===== src/rtl/typing_game_ctrl_if.sv =====
// typing_game_ctrl_if: stimulus inputs and slot/score/state outputs of the typing game controller
interface typing_game_ctrl_if;
  logic        tick;
  logic        start;
  logic [7:0]  rnd_ascii;
  logic [5:0]  rnd_x;
  logic        key_valid;
  logic [7:0]  key_ascii;
  logic [3:0]  slot_valid;
  logic [31:0] slot_ascii;
  logic [23:0] slot_x;
  logic [19:0] slot_y;
  logic [3:0]  score_h;
  logic [3:0]  score_l;
  logic [3:0]  miss_cnt;
  logic [1:0]  state;
  logic        pause;
  modport master (
    output tick, start, rnd_ascii, rnd_x, key_valid, key_ascii,
    input  slot_valid, slot_ascii, slot_x, slot_y, score_h, score_l, miss_cnt, state, pause
  );
  modport slave (
    input  tick, start, rnd_ascii, rnd_x, key_valid, key_ascii,
    output slot_valid, slot_ascii, slot_x, slot_y, score_h, score_l, miss_cnt, state, pause
  );
endinterface


===== src/rtl/typing_game_ctrl.sv =====
// typing_game_ctrl: four falling-letter slots, keystroke matching, BCD score, miss count and game FSM
module typing_game_ctrl #(
  parameter int SPAWN_DIV  = 4,
  parameter int BOTTOM_ROW = 29,
  parameter int MAX_MISS   = 9
) (
  input logic clk_50,
  input logic rst,
  typing_game_ctrl_if.slave bus
);
  typedef enum logic [1:0] {IDLE = 2'd0, PLAY = 2'd1, OVER = 2'd2} state_t;
  state_t          r_state, w_state;
  logic [3:0]      r_valid, w_valid, w_free;
  logic [3:0][7:0] r_ascii, w_ascii;
  logic [3:0][5:0] r_x, w_x;
  logic [3:0][4:0] r_y, w_y;
  logic [3:0]      r_sh, w_sh, r_sl, w_sl, r_miss, w_miss, r_cnt, w_cnt;
  logic            r_pause;
  logic [7:0]      w_key;
  logic            w_match, w_hit, w_wrap;
  logic [1:0]      w_hit_idx, w_sp_idx;
  logic [2:0]      w_lost;
  logic [4:0]      w_miss_sum;
  assign w_key  = (bus.key_ascii >= 8'h61 && bus.key_ascii <= 8'h7A) ? bus.key_ascii - 8'h20 : bus.key_ascii;
  assign w_free = ~r_valid;
  assign w_wrap = r_cnt == 4'(SPAWN_DIV - 1);
  assign w_hit  = bus.key_valid && w_match;
  // descending scan leaves the lowest matching / lowest free index
  always_comb begin
    w_match   = 1'b0;
    w_hit_idx = 2'd0;
    w_sp_idx  = 2'd0;
    for (int i = 3; i >= 0; i--) begin
      if (r_valid[i] && r_ascii[i] == w_key) begin
        w_match   = 1'b1;
        w_hit_idx = 2'(i);
      end
      if (w_free[i]) w_sp_idx = 2'(i);
    end
  end
  always_comb begin
    w_state    = r_state;
    w_valid    = r_valid;
    w_ascii    = r_ascii;
    w_x        = r_x;
    w_y        = r_y;
    w_sh       = r_sh;
    w_sl       = r_sl;
    w_miss     = r_miss;
    w_cnt      = r_cnt;
    w_lost     = '0;
    w_miss_sum = {1'b0, r_miss};
    if (bus.start) begin
      w_state = PLAY;
      w_valid = '0;
      w_sh    = '0;
      w_sl    = '0;
      w_miss  = '0;
      w_cnt   = '0;
    end else if (r_state == PLAY) begin
      if (w_hit) begin
        w_valid[w_hit_idx] = 1'b0;
        w_sl = (r_sl == 4'd9) ? 4'd0 : r_sl + 4'd1;
        w_sh = (r_sl != 4'd9) ? r_sh : (r_sh == 4'd9) ? 4'd0 : r_sh + 4'd1;
      end
      if (bus.tick) begin
        // the slot just hit is already invalid here, so it neither falls nor misses
        for (int i = 0; i < 4; i++) begin
          if (w_valid[i]) begin
            if (r_y[i] == 5'(BOTTOM_ROW)) begin
              w_valid[i] = 1'b0;
              w_lost     = w_lost + 3'd1;
            end else begin
              w_y[i] = r_y[i] + 5'd1;
            end
          end
        end
        w_miss_sum = {1'b0, r_miss} + {2'b0, w_lost};
        w_miss     = (w_miss_sum > 5'd15) ? 4'd15 : w_miss_sum[3:0];
        w_cnt      = w_wrap ? 4'd0 : r_cnt + 4'd1;
        if (w_wrap && |w_free) begin
          w_valid[w_sp_idx] = 1'b1;
          w_ascii[w_sp_idx] = bus.rnd_ascii;
          w_x[w_sp_idx]     = bus.rnd_x;
          w_y[w_sp_idx]     = '0;
        end
        if (w_miss >= 4'(MAX_MISS)) w_state = OVER;
      end
    end
  end
  always_ff @(posedge clk_50) begin
    if (rst) begin
      r_state <= IDLE;
      r_valid <= '0;
      r_ascii <= '0;
      r_x     <= '0;
      r_y     <= '0;
      r_sh    <= '0;
      r_sl    <= '0;
      r_miss  <= '0;
      r_cnt   <= '0;
      r_pause <= 1'b1;
    end else begin
      r_state <= w_state;
      r_valid <= w_valid;
      r_ascii <= w_ascii;
      r_x     <= w_x;
      r_y     <= w_y;
      r_sh    <= w_sh;
      r_sl    <= w_sl;
      r_miss  <= w_miss;
      r_cnt   <= w_cnt;
      r_pause <= w_state != PLAY;
    end
  end
  assign bus.slot_valid = r_valid;
  assign bus.slot_ascii = r_ascii;
  assign bus.slot_x     = r_x;
  assign bus.slot_y     = r_y;
  assign bus.score_h    = r_sh;
  assign bus.score_l    = r_sl;
  assign bus.miss_cnt   = r_miss;
  assign bus.state      = r_state;
  assign bus.pause      = r_pause;
endmodule


===== src/flat_wrapper.sv =====
// flat-port wrapper written by rule: the top's interface ports become plain ports
module typing_game_ctrl_flat 
#(
  parameter int SPAWN_DIV  = 4,
  parameter int BOTTOM_ROW = 29,
  parameter int MAX_MISS   = 9
)
  (clk_50, rst, bus_tick, bus_start, bus_rnd_ascii, bus_rnd_x, bus_key_valid, bus_key_ascii, bus_slot_valid, bus_slot_ascii, bus_slot_x, bus_slot_y, bus_score_h, bus_score_l, bus_miss_cnt, bus_state, bus_pause);
  typing_game_ctrl_if bus_i ();
  input logic clk_50;
  input logic rst;
  input wire logic [$bits(bus_i.tick)-1:0] bus_tick;
  input wire logic [$bits(bus_i.start)-1:0] bus_start;
  input wire logic [$bits(bus_i.rnd_ascii)-1:0] bus_rnd_ascii;
  input wire logic [$bits(bus_i.rnd_x)-1:0] bus_rnd_x;
  input wire logic [$bits(bus_i.key_valid)-1:0] bus_key_valid;
  input wire logic [$bits(bus_i.key_ascii)-1:0] bus_key_ascii;
  output wire logic [$bits(bus_i.slot_valid)-1:0] bus_slot_valid;
  output wire logic [$bits(bus_i.slot_ascii)-1:0] bus_slot_ascii;
  output wire logic [$bits(bus_i.slot_x)-1:0] bus_slot_x;
  output wire logic [$bits(bus_i.slot_y)-1:0] bus_slot_y;
  output wire logic [$bits(bus_i.score_h)-1:0] bus_score_h;
  output wire logic [$bits(bus_i.score_l)-1:0] bus_score_l;
  output wire logic [$bits(bus_i.miss_cnt)-1:0] bus_miss_cnt;
  output wire logic [$bits(bus_i.state)-1:0] bus_state;
  output wire logic [$bits(bus_i.pause)-1:0] bus_pause;
  assign bus_i.tick = bus_tick;
  assign bus_i.start = bus_start;
  assign bus_i.rnd_ascii = bus_rnd_ascii;
  assign bus_i.rnd_x = bus_rnd_x;
  assign bus_i.key_valid = bus_key_valid;
  assign bus_i.key_ascii = bus_key_ascii;
  assign bus_slot_valid = bus_i.slot_valid;
  assign bus_slot_ascii = bus_i.slot_ascii;
  assign bus_slot_x = bus_i.slot_x;
  assign bus_slot_y = bus_i.slot_y;
  assign bus_score_h = bus_i.score_h;
  assign bus_score_l = bus_i.score_l;
  assign bus_miss_cnt = bus_i.miss_cnt;
  assign bus_state = bus_i.state;
  assign bus_pause = bus_i.pause;
  typing_game_ctrl #(.SPAWN_DIV(SPAWN_DIV), .BOTTOM_ROW(BOTTOM_ROW), .MAX_MISS(MAX_MISS)) u_core (.clk_50(clk_50), .rst(rst), .bus(bus_i));
endmodule

===== config.mk =====
export PLATFORM = sky130hd
export DESIGN_NAME = typing_game_ctrl_flat
export DESIGN_NICKNAME = d
export VERILOG_FILES = /design/src/rtl/typing_game_ctrl_if.sv /design/src/rtl/typing_game_ctrl.sv /design/src/flat_wrapper.sv
export SDC_FILE = /design/constraint.sdc
export NUM_CORES = 1
export LEC_CHECK = 0
export ABC_CLOCK_PERIOD_IN_PS = 4900
export BUFFER_PORTS_ARGS = -buffer_cell sky130_fd_sc_hd__clkbuf_2
export CORE_MARGIN = 3
export CORE_UTILIZATION = 49
export CTS_BUF_LIST = sky130_fd_sc_hd__clkbuf_16
export CTS_CLUSTER_SIZE = 30
export DETAILED_ROUTE_END_ITERATION = 12
export GPL_TIMING_DRIVEN = 1
export PLACE_DENSITY = 0.77
export SLEW_MARGIN = 20
export SYNTH_ARGS = -nofsm -noshare
export SYNTH_HDL_FRONTEND = slang
export SYNTH_SLANG_ARGS = --single-unit

===== constraint.sdc =====
create_clock -name clk_50 -period 4.9 [get_ports clk_50]
set_clock_uncertainty 0.15 [all_clocks]
set_input_delay 0.245 -clock clk_50 [delete_from_list [all_inputs] [get_ports clk_50]]
set_output_delay 0.245 -clock clk_50 [all_outputs]
set_load 0.005 [all_outputs]

==> results of run 1 <==
## worst max-delay path: cells and delay by family, from the launching register on
kind,cells,cell delay (ps)
AOI/OAI and AO/OA,6,860
xor gates and xnor gates,1,160
adders and majority gates,4,1130
DFF,1,330
muxes,3,850
and+or+nand+nor,7,1230
## cell families (layout without fill, tap and decap cells)
family	Yosys count	in the layout
muxes	8	8
and+or+nand+nor	276	276
DFF	99	99
xor gates and xnor gates	33	33
buffers and inverters	45	187
AOI/OAI and AO/OA	157	157
adders and majority gates	17	17
## sequential cells by signal, indices dropped and copies added (netlist names)
name	cells
u_core.bus.slot_ascii	32
u_core.bus.slot_x	24
u_core.bus.slot_y	20
u_core.bus.miss_cnt	4
u_core.bus.score_h	4
u_core.bus.score_l	4
u_core.bus.slot_valid	4
u_core.r_cnt	4
u_core.bus.state	2
u_core.bus.pause	1
## worst max-delay path by stage
stage,end,startpoint,slack [ps]
detailed placement,u_core.bus.pause$_SDFF_PP1_,bus_key_ascii[1],-260
CTS,u_core.bus.pause$_SDFF_PP1_,u_core.bus.slot_ascii[2]$_SDFFE_PP0P_,10
floorplan,u_core.bus.pause$_SDFF_PP1_,bus_key_ascii[5],10
global route,u_core.bus.pause$_SDFF_PP1_,u_core.bus.slot_ascii[4]$_SDFFE_PP0P_,-160
finish,u_core.bus.pause$_SDFF_PP1_,u_core.bus.slot_ascii[4]$_SDFFE_PP0P_,60
global placement,u_core.bus.pause$_SDFF_PP1_,bus_key_ascii[1],-90
## what timing repair did
item | 4_1_cts | 5_1_grt
hold endpoints to repair | 1 | 0
buffers inserted | 5 | 3
resized for setup | 6 | 11
hold buffers | 1 | 0
pin swaps | 9 | 14
setup endpoints to repair | 2 | 7
## through the flow
step | instance area [um2] | setup WS (ps) | total power (uW) | setup TNS (ps) | instances
4_1_cts | 6330 | 9.56 | 1640 | 0 | 907
3_3_place_gp | 5970 | -89.1 | 939 | -163 | 885
5_1_grt | 6420 | -158 | 1690 | -479 | 910
3_5_place_dp | 5970 | -257 | 942 | -573 | 885
6_report | 6420 | 63.1 | 1650 | 0 | 910
2_1_floorplan | 5130 | 10.7 | 898 | 0 | 635
## per-layer routing
layer,up-vias,wire [um],track usage (%)
met5,-,0,0
met4,0,435,9.92
met3,34,1050,5.07
met2,205,7300,42.9
met1,2513,6380,32.2
li1,2505,-,-
## final cells by class
type                            instances  area [um2]  area share (%)
Multi-Input combinational cell        491        3040            47.3
Clock inverter                          7        71.3            1.11
Tap cell                              133         166            2.59
Inverter                               13        48.8           0.759
Sequential cell                        99        1990            30.9
Timing Repair Buffer                  158         886            13.8
Clock buffer                            9         225            3.51
## power groups by stage
stage / Sequential (uW) / Combinational (uW) / Clock (uW)
after detailed placement: 830 / 112 / 0
after floorplan: 830 / 67.8 / 0
after CTS: 811 / 115 / 718
after global routing: 812 / 128 / 751
after global placement: 830 / 109 / 0
final: 811 / 118 / 715
## cells in the final DEF, fill, tap and decap left out, types with 13 or more instances in the layout
master / synthesis / final
ha_1: 16 / 13
inv_1: 13 / 13
o21ai_0: 24 / 23
nand2_1: 145 / 145
nand3_1: 17 / 17
dfxtp_1: 99 / 96
buf_4: 1 / 36
a21oi_1: 84 / 80
nor2_1: 25 / 24
clkbuf_2: 0 / 121
xor2_1: 21 / 20
nand4_1: 15 / 15
==> qor.yml, run 1 <==
status: "completed"
timing.fmax_mhz: 207
grt-ovfl-total: 0
rows: 36
dp_hpwl_um: 10700
min_to: "u_core.bus.slot_x[10]$_SDFFE_PP0P_"
hold_violations: 0
fill_cells: 897
r2r_end: "u_core.bus.pause$_SDFF_PP1_"
cts.clk_slew.worst_paths_ps: 80
p_per_area_nw_per_um2: 256
min_path_cells: 3
ys_types: 67
worst-slew-pin-transition_ps: 1060
initial_core_util_pct: 51.4
syn_area_per_cell_um2: 8.06
synthArstFlopShare_pct: 0
antenna_left: 0
reg2reg_from: "u_core.bus.slot_ascii[4]$_SDFFE_PP0P_"
max-vdd-ir-drop_uv: 188
max-cap-violations: 0
syn2layout_area_growth_pct: 25.5
wl_um: 15200
ys.flop_type: "dfxtp_1"
gp_congestion: 0.868
wl_per_cell_um: 16.7
rsz0062_at_grt: "true"
min_from: "bus_rnd_x[4]"
worst_setup_path_end_kind: "register"
grt_first_pass_wirelength_um: 23900
ys_ff_latch: 99
cts_tree: "done"
first_pass_iters: 5
syn_nets: 679
synth_xor_xnor_area_share_pct: 5.79
slowest_stage: "fa_2"
hold_path_class: "primary input to register"
switching_share_pct: 26.4
cts-buffers-inserted: 9
clockRootBuffer: "clkbuf_16"
r2r_setup_slack_ps: 60
pwr-share-comb_pct: 7.2
ioPinCount: 122
critPathLaunchType: "register"
arrival_ps: 4930
ff2ff_path_depth: 21
grt_max_degree: 80
core_area_um2: 9950
synthAdderAreaFrac_pct: 4.30
fin_util_pct: 64.5
drive_gt1_share_pct: 27.9
dieWidth_um: 108
io_buffers: 121
synth_edf_count: 0
critPathMaxFanout: 3
grt_pass1_vias: 4853
power.net_switching_uw: 434
vias: 5257
drc_errors: 0
leakage_uw: 0.00257
yosys.area_share.simple_pct: 26.0
yosysMostFrequentCell: "nand2_1"
post-route-period-util_pct: 98.7
antenna-diode-count: 0
antenna_found_initial: 0
synth_commonest_cells: "145 x nand2_1, 99 x dfxtp_1, 84 x a21oi_1"
internal_power_uw: 1210
setup_viol: 0
syn_inst: 635
yosysTopAreaCell: "dfxtp_1"
required_ps: 4990
p_seq_share_pct: 49.3
syn_area_um2: 5120
yosys.area.top_type_share_pct: 38.7
path_cells: "xor2_1 -> nor4_2 -> nand3_1 -> or3b_1 -> o21bai_4 -> o2111a_1 -> ha_1 -> mux2_4 -> ha_4 -> mux2_4 -> ha_4 -> mux2_4 -> fa_2 -> a21oi_2 -> nor2b_2 -> nor2_2 -> a21oi_2 -> nand3b_1 -> a21oi_2 -> nor2_1 -> o21ai_1"
cpPeakStageDelay_ps: 410
dieArea_um2: 11700
synth_top_family_by_area: "simple AND/OR/NAND/NOR gates"
clk_path_buf_depth: 2
hold_ws_ps: 4.38
clock_sinks: 99
clockPowerShare_pct: 43.5
drt_iter0_markers: 408
seq_area_frac_synth_pct: 38.7
path_class: "register to register"
fin_crit_ps: 4840
synth-compound-area-share_pct: 19.6
synth.area.top_cells: "dfxtp_1 39%, nand2_1 11%, a21oi_1 8.2%, ha_1 3.9%, xor2_1 3.6%"
maxSlewHeadroom_pct: 29.2
grt_use_total_pct: 25.5
die_height_um: 108
nets: 816
cts-htree-levels: 3
clkLatencyLatePin_ps: 350
avgViaCountPerCell: 5.78
ys_warn_count: 0
drv_slew: 0
synth.area.mux_share_pct: 1.81
No activity file was read; power rests on OpenSTA's default activity.
==> inputs of run 2 (changes only) <==
--- a/config.mk
+++ b/config.mk
@@ -6,8 +6,9 @@
 export NUM_CORES = 1
 export LEC_CHECK = 0
+export ABC_AREA = 1
 export ABC_CLOCK_PERIOD_IN_PS = 4900
 export BUFFER_PORTS_ARGS = -buffer_cell sky130_fd_sc_hd__clkbuf_2
 export CORE_MARGIN = 3
-export CORE_UTILIZATION = 49
+export CORE_UTILIZATION = 50
 export CTS_BUF_LIST = sky130_fd_sc_hd__clkbuf_16
 export CTS_CLUSTER_SIZE = 30
--- a/constraint.sdc
+++ b/constraint.sdc
@@ -3,3 +3,3 @@
 set_input_delay 0.245 -clock clk_50 [delete_from_list [all_inputs] [get_ports clk_50]]
 set_output_delay 0.245 -clock clk_50 [all_outputs]
-set_load 0.005 [all_outputs]
+set_load 0.1 [all_outputs]
==> run 2 against run 1 <==
Synthesized cell count rose by 35%. Utilization fell by 2.7 points. Synthesized area rose by 11%. Die area rose by 8.7%. Sequential power barely moved. Via count rose by 9.5%. First-iteration DRC count rose by 11%. Power rose by 5.7%. Clock power rose by 6.6%. Critical path depth rose by 9. Flip-flop and latch count did not move. Routed wire length fell by 0.44%. Largest cell class unchanged.
==> qor.yml, run 2 <==
syn_area_per_cell_um2: 6.67
first_pass_iters: 4
yosysMostFrequentCell: "nand2_1"
p_per_area_nw_per_um2: 256
crit_top_cell: "nand2_1"
grt-ovfl-total: 0
seq_area_frac_synth_pct: 34.7
critPathLaunchType: "register"
fill_cells: 1058
dieWidth_um: 113
max-cap-violations: 0
drv_slew: 0
final_cell_mix: "177 x nand2_1, 121 x clkbuf_2, 112 x nor2_1"
cts.clk_slew.worst_paths_ps: 80
ioPinCount: 122
r2r_setup_slack_ps: 500
cts-htree-levels: 3
fin_crit_ps: 4400
worst-slew-pin-transition_ps: 938
rows: 38
grt_pass1_vias: 5074
initial_core_util_pct: 51.9
hold_path_class: "primary input to register"
synthArstFlopShare_pct: 0
ys_warn_count: 0
cpPeakStageDelay_ps: 410
slowest_stage: "fa_1"
ys.flop_type: "dfxtp_1"
dpl_cell_area_um2: 6430
status: "completed"
dieArea_um2: 12700
drive_gt1_share_pct: 20.8
post_cts_buffers: 0
yosysTopAreaCell: "dfxtp_1"
fin_setup_tns_ps: 0
max-vdd-ir-drop_uv: 219
stdcell_area_um2: 6800
drc_errors: 0
syn2layout_area_growth_pct: 19.1
synth.area.top_cells: "dfxtp_1 35%, nand2_1 12%, nor2_1 7.4%, inv_1 6.8%, o21ai_0 6.5%"
yosys.area.top_type_share_pct: 34.7
grt_max_degree: 39
dp_hpwl_um: 11400
clk_path_buf_depth: 2
arrival_ps: 4500
grt_first_pass_wirelength_um: 24900
timing.fmax_mhz: 227
wl_um: 15100
nets: 1015
drt_iter0_markers: 454
largest_register_ffs: 32
synth_commonest_cells: "177 x nand2_1, 113 x nor2_1, 104 x inv_1"
die_height_um: 113
worst_setup_path_end_kind: "register"
ys_types: 44
core_area_um2: 11000
hold_violations: 0
vias: 5759
syn_inst: 855
clock_sinks: 99
cts-buffers-inserted: 9
required_ps: 5000
leakage_uw: 0.00318
path_class: "register to register"
maxSlewHeadroom_pct: 37.4
critPathMaxFanout: 3
io_buffers: 121
gp_congestion: 0.974
rsz0062_at_grt: "false"
setup_viol: 0
post-route-period-util_pct: 89.8
syn_nets: 899
clkLatencyLatePin_ps: 360
avgViaCountPerCell: 5.16
antenna_found_initial: 0
layout_commonest_cell: "nand2_1"
antenna-diode-count: 0
cts_tree: "done"
grt_use_total_pct: 24.0
wl_per_cell_um: 13.5
clockRootBuffer: "clkbuf_16"
antenna_left: 0
syn_area_um2: 5710
synth_edf_count: 0
ys_ff_latch: 99
run 2: cell type report:
type	instances	area [um2]	area share (%)
inverters	116	435	6.41
multi-input cells	613	3180	46.8
clock buffers	9	225	3.31
clock inverters	7	95.1	1.40
repair buffers	132	696	10.2
well taps	140	175	2.58
flip-flops and latches	99	1990	29.3
run 2: path summary, 6_finish.rpt:
kind / startpoint / to / depth (start not counted)
max: u_core.bus.slot_ascii[0]$_SDFFE_PP0P_ / u_core.bus.pause$_SDFF_PP1_ / 30
min reg2reg: u_core.bus.slot_x[0]$_SDFFE_PP0P_ / u_core.bus.slot_x[0]$_SDFFE_PP0P_ / 2
max reg2reg: u_core.bus.slot_ascii[0]$_SDFFE_PP0P_ / u_core.bus.pause$_SDFF_PP1_ / 30
min: bus_rnd_ascii[2] / u_core.bus.slot_ascii[18]$_SDFFE_PP0P_ / 3
run 2: what timing repair did:
| action | in CTS | in global routing |
|---|---|---|
| hold buffers | 3 | 0 |
| gates resized for setup | 0 | 7 |
| hold endpoints to repair | 3 | 0 |
| endpoints found under the setup margin | 0 | 3 |
run 2: per-layer routing:
| layer | vias up | GRT usage (%) | share of wire (%) |
|---|---|---|---|
| li1 | 3002 | - | - |
| met2 | 153 | 37.7 | 45 |
| met1 | 2587 | 33.0 | 47 |
| met4 | 0 | 8.17 | 1.7 |
| met5 | - | 0 | 0 |
| met3 | 17 | 4.65 | 6.5 |
run 2: worst max-delay path, delay by kind of cell, from the launching register on:
family | cells | cell delay, ps
fa+ha+maj | 4 | 1280
flops | 1 | 340
simple gates | 19 | 1740
compound gates | 5 | 650
buf+inv | 2 | 130
run 2: stage by stage:
step	hold slack (ps)	util [%]	instances	setup slack [ps]	total power [uW]
6_report	8.12	61.9	1116	498	1740
3_5_place_dp	286	58.5	1097	21.6	992
2_1_floorplan	179	-	855	40.4	948
5_1_grt	23.1	61.9	1116	12.7	1800
4_1_cts	1.36	61.7	1116	241	1750
3_3_place_gp	283	58.5	1097	210	991
run 2: cell families after synthesis:
group,synth area share [%]
and+or+nand+nor,34.1
DFF,34.7
xor gates and xnor gates,2.61
AOI/OAI and AO/OA,14.9
adders and majority gates,3.86
buffers and inverters,9.82
run 2: power breakdown:
| part | switching (uW) | total, uW | internal [uW] |
|---|---|---|---|
| Combinational | 120 | 164 | 44.3 |
| Clock | 351 | 762 | 411 |
| Sequential | 4.16 | 812 | 808 |
| Total | 474 | 1740 | 1260 |
==> inputs of run 3 (changes only) <==
CORE_UTILIZATION = 51   (was 50)
CTS_BUF_LIST = sky130_fd_sc_hd__clkbuf_8   (was sky130_fd_sc_hd__clkbuf_16)
PLACE_DENSITY = 0.78   (was 0.77)
==> run 3 against run 2 <==
Non-clock buffer count increased by 10. Via count increased by 2.4%. Setup slack got worse by 23 ps. Flip-flop and latch count unchanged. Fmax decreased by 0.52%. Combinational power increased by 4%. Critical endpoint unchanged. Sequential share of layout area increased by 0.16 points.
==> qor.yml, run 3 (same netlist as run 2, synthesis figures left out) <==
max-cap-violations: 0
gp_congestion: 0.992
antenna_left: 0
setup_viol: 0
grt_max_degree: 40
max-vdd-ir-drop_uv: 178
slowest_stage: "fa_1"
dp_hpwl_um: 11500
endpoint: "u_core.bus.pause$_SDFF_PP1_"
power.net_switching_uw: 457
die_height_um: 112
antenna-diode-count: 0
switching_share_pct: 29.9
dieWidth_um: 112
initial_core_util_pct: 53.8
clk_path_buf_depth: 2
ioPinCount: 122
first_pass_iters: 6
p_per_area_nw_per_um2: 226
drive_gt1_share_pct: 20.4
dieArea_um2: 12500
nets: 1025
core_area_um2: 10600
hold_path_class: "primary input to register"
required_ps: 5030
grt_first_pass_wirelength_um: 25800
antenna_found_initial: 0
final_cell_mix: "177 x nand2_1, 121 x clkbuf_2, 112 x nor2_1"
fin_setup_tns_ps: 0
arrival_ps: 4550
cts-htree-levels: 3
cts.clk_slew.worst_paths_ps: 110
grt_pass1_vias: 5340
p_seq_share_pct: 53.1
ff2ff_path_depth: 30
critPathLaunchType: "register"
r2r_end: "u_core.bus.pause$_SDFF_PP1_"
grt-ovfl-total: 0
status: "completed"
grt_use_total_pct: 24.7
cts_tree: "done"
avgViaCountPerCell: 5.26
io_buffers: 121
fill_cells: 988
dpl_cell_area_um2: 6420
r2r_setup_slack_ps: 470
pwr-share-comb_pct: 11.1
timing.fmax_mhz: 226
critPathMaxFanout: 3
hold_violations: 0
worst_setup_path_end_kind: "register"
layout_commonest_cell: "nand2_1"
clockPowerShare_pct: 35.7
reg2reg_from: "u_core.bus.slot_ascii[4]$_SDFFE_PP0P_"
min_from: "bus_rnd_ascii[7]"
clkLatencyLatePin_ps: 380
clock_sinks: 99
rsz0062_at_grt: "false"
largest_register_ffs: 32
p_total_uw: 1530
drv_slew: 0
clockRootBuffer: "clkbuf_8"
drt_iter0_markers: 490
post-route-period-util_pct: 90.3
syn2layout_area_growth_pct: 18.5
drc_errors: 0
crit_top_cell: "nand2_1"
rows: 37
fin_crit_ps: 4430
wl_per_cell_um: 13.9
maxSlewHeadroom_pct: 30.9
wl_um: 15600
path_class: "register to register"
internal_power_uw: 1070
cts-buffers-inserted: 9
leakage_uw: 0.00317
crit_start: "u_core.bus.slot_ascii[4]$_SDFFE_PP0P_"
vias: 5900
worst-slew-pin-transition_ps: 1030
cpPeakStageDelay_ps: 410
stdcell_area_um2: 6760
[run 3: cell types whose count changed in the layout (fill, tap and decap cells not counted), moves of 2 or more]
| cell | delta |
|---|---|
| clkinv_4 | -2 |
| clkbuf_16 | -9 |
| clkbuf_8 | +10 |
| dlygate4sd3_1 | +9 |
[run 3: area by class of cell]
class                   count  area (um2)  area share [%]
inverters                 116         435            6.44
well taps                 136         170            2.52
clock buffers              10         138            2.04
multi-input cells         613        3170            46.9
clock inverters             6        66.3           0.981
flip-flops and latches     99        1990            29.4
repair buffers            142         793            11.7
[run 3: routing by layer]
layer	GRT usage, %	share of wire [%]	vias to the layer above
met2	38.6	46	211
li1	-	-	3012
met3	4.57	6.9	23
met5	0	0	-
met4	7.70	2.0	0
met1	34.5	46	2654
[run 3: critical path, delay by kind of cell (launching register included)]
family          cells  cell delay [ps]
compound gates      5              660
fa+ha+maj           4             1270
simple gates       19             1760
buf+inv             2              130
flops               1              360
[run 3: metrics by stage]
stage / hold WS, ps / setup WS (ps) / cells / util (%)
final: 42.7 / 475 / 1122 / 63.8
after global routing: 45.1 / 51.2 / 1122 / 63.8
after global placement: 283 / 214 / 1093 / 60.6
after detailed placement: 287 / 88.6 / 1093 / 60.6
after CTS: 20.3 / 263 / 1121 / 63.6
after floorplan: 179 / 40.4 / 855 / -
[run 3: how the worst min path moves through the flow]
stage / endpoint / slack (ps) / cells past startpoint
floorplan: u_core.bus.state[0]$_SDFF_PP0_ / 180 / 1
CTS: u_core.bus.slot_ascii[23]$_SDFFE_PP0P_ / 20 / 3
global placement: u_core.bus.slot_x[2]$_SDFFE_PP0P_ / 280 / 2
global route: u_core.bus.slot_ascii[31]$_SDFFE_PP0P_ / 50 / 3
detailed placement: u_core.bus.slot_x[0]$_SDFFE_PP0P_ / 290 / 2
finish: u_core.bus.slot_ascii[23]$_SDFFE_PP0P_ / 40 / 3
[run 3: repair_timing]
item	CTS	global route
endpoints found under the setup margin	0	3
hold buffers	12	0
hold endpoints to repair	21	0
setup buffers	0	1
resized for setup	0	4
[run 3: power by group through the flow]
| stage | Sequential (uW) | Clock (uW) | Combinational [uW] |
|---|---|---|---|
| 2_1_floorplan | 860 | 0 | 87.2 |
| 3_3_place_gp | 831 | 0 | 159 |
| 3_5_place_dp | 831 | 0 | 160 |
| 4_1_cts | 813 | 558 | 169 |
| 5_1_grt | 814 | 584 | 188 |
| 6_report | 813 | 547 | 171 |
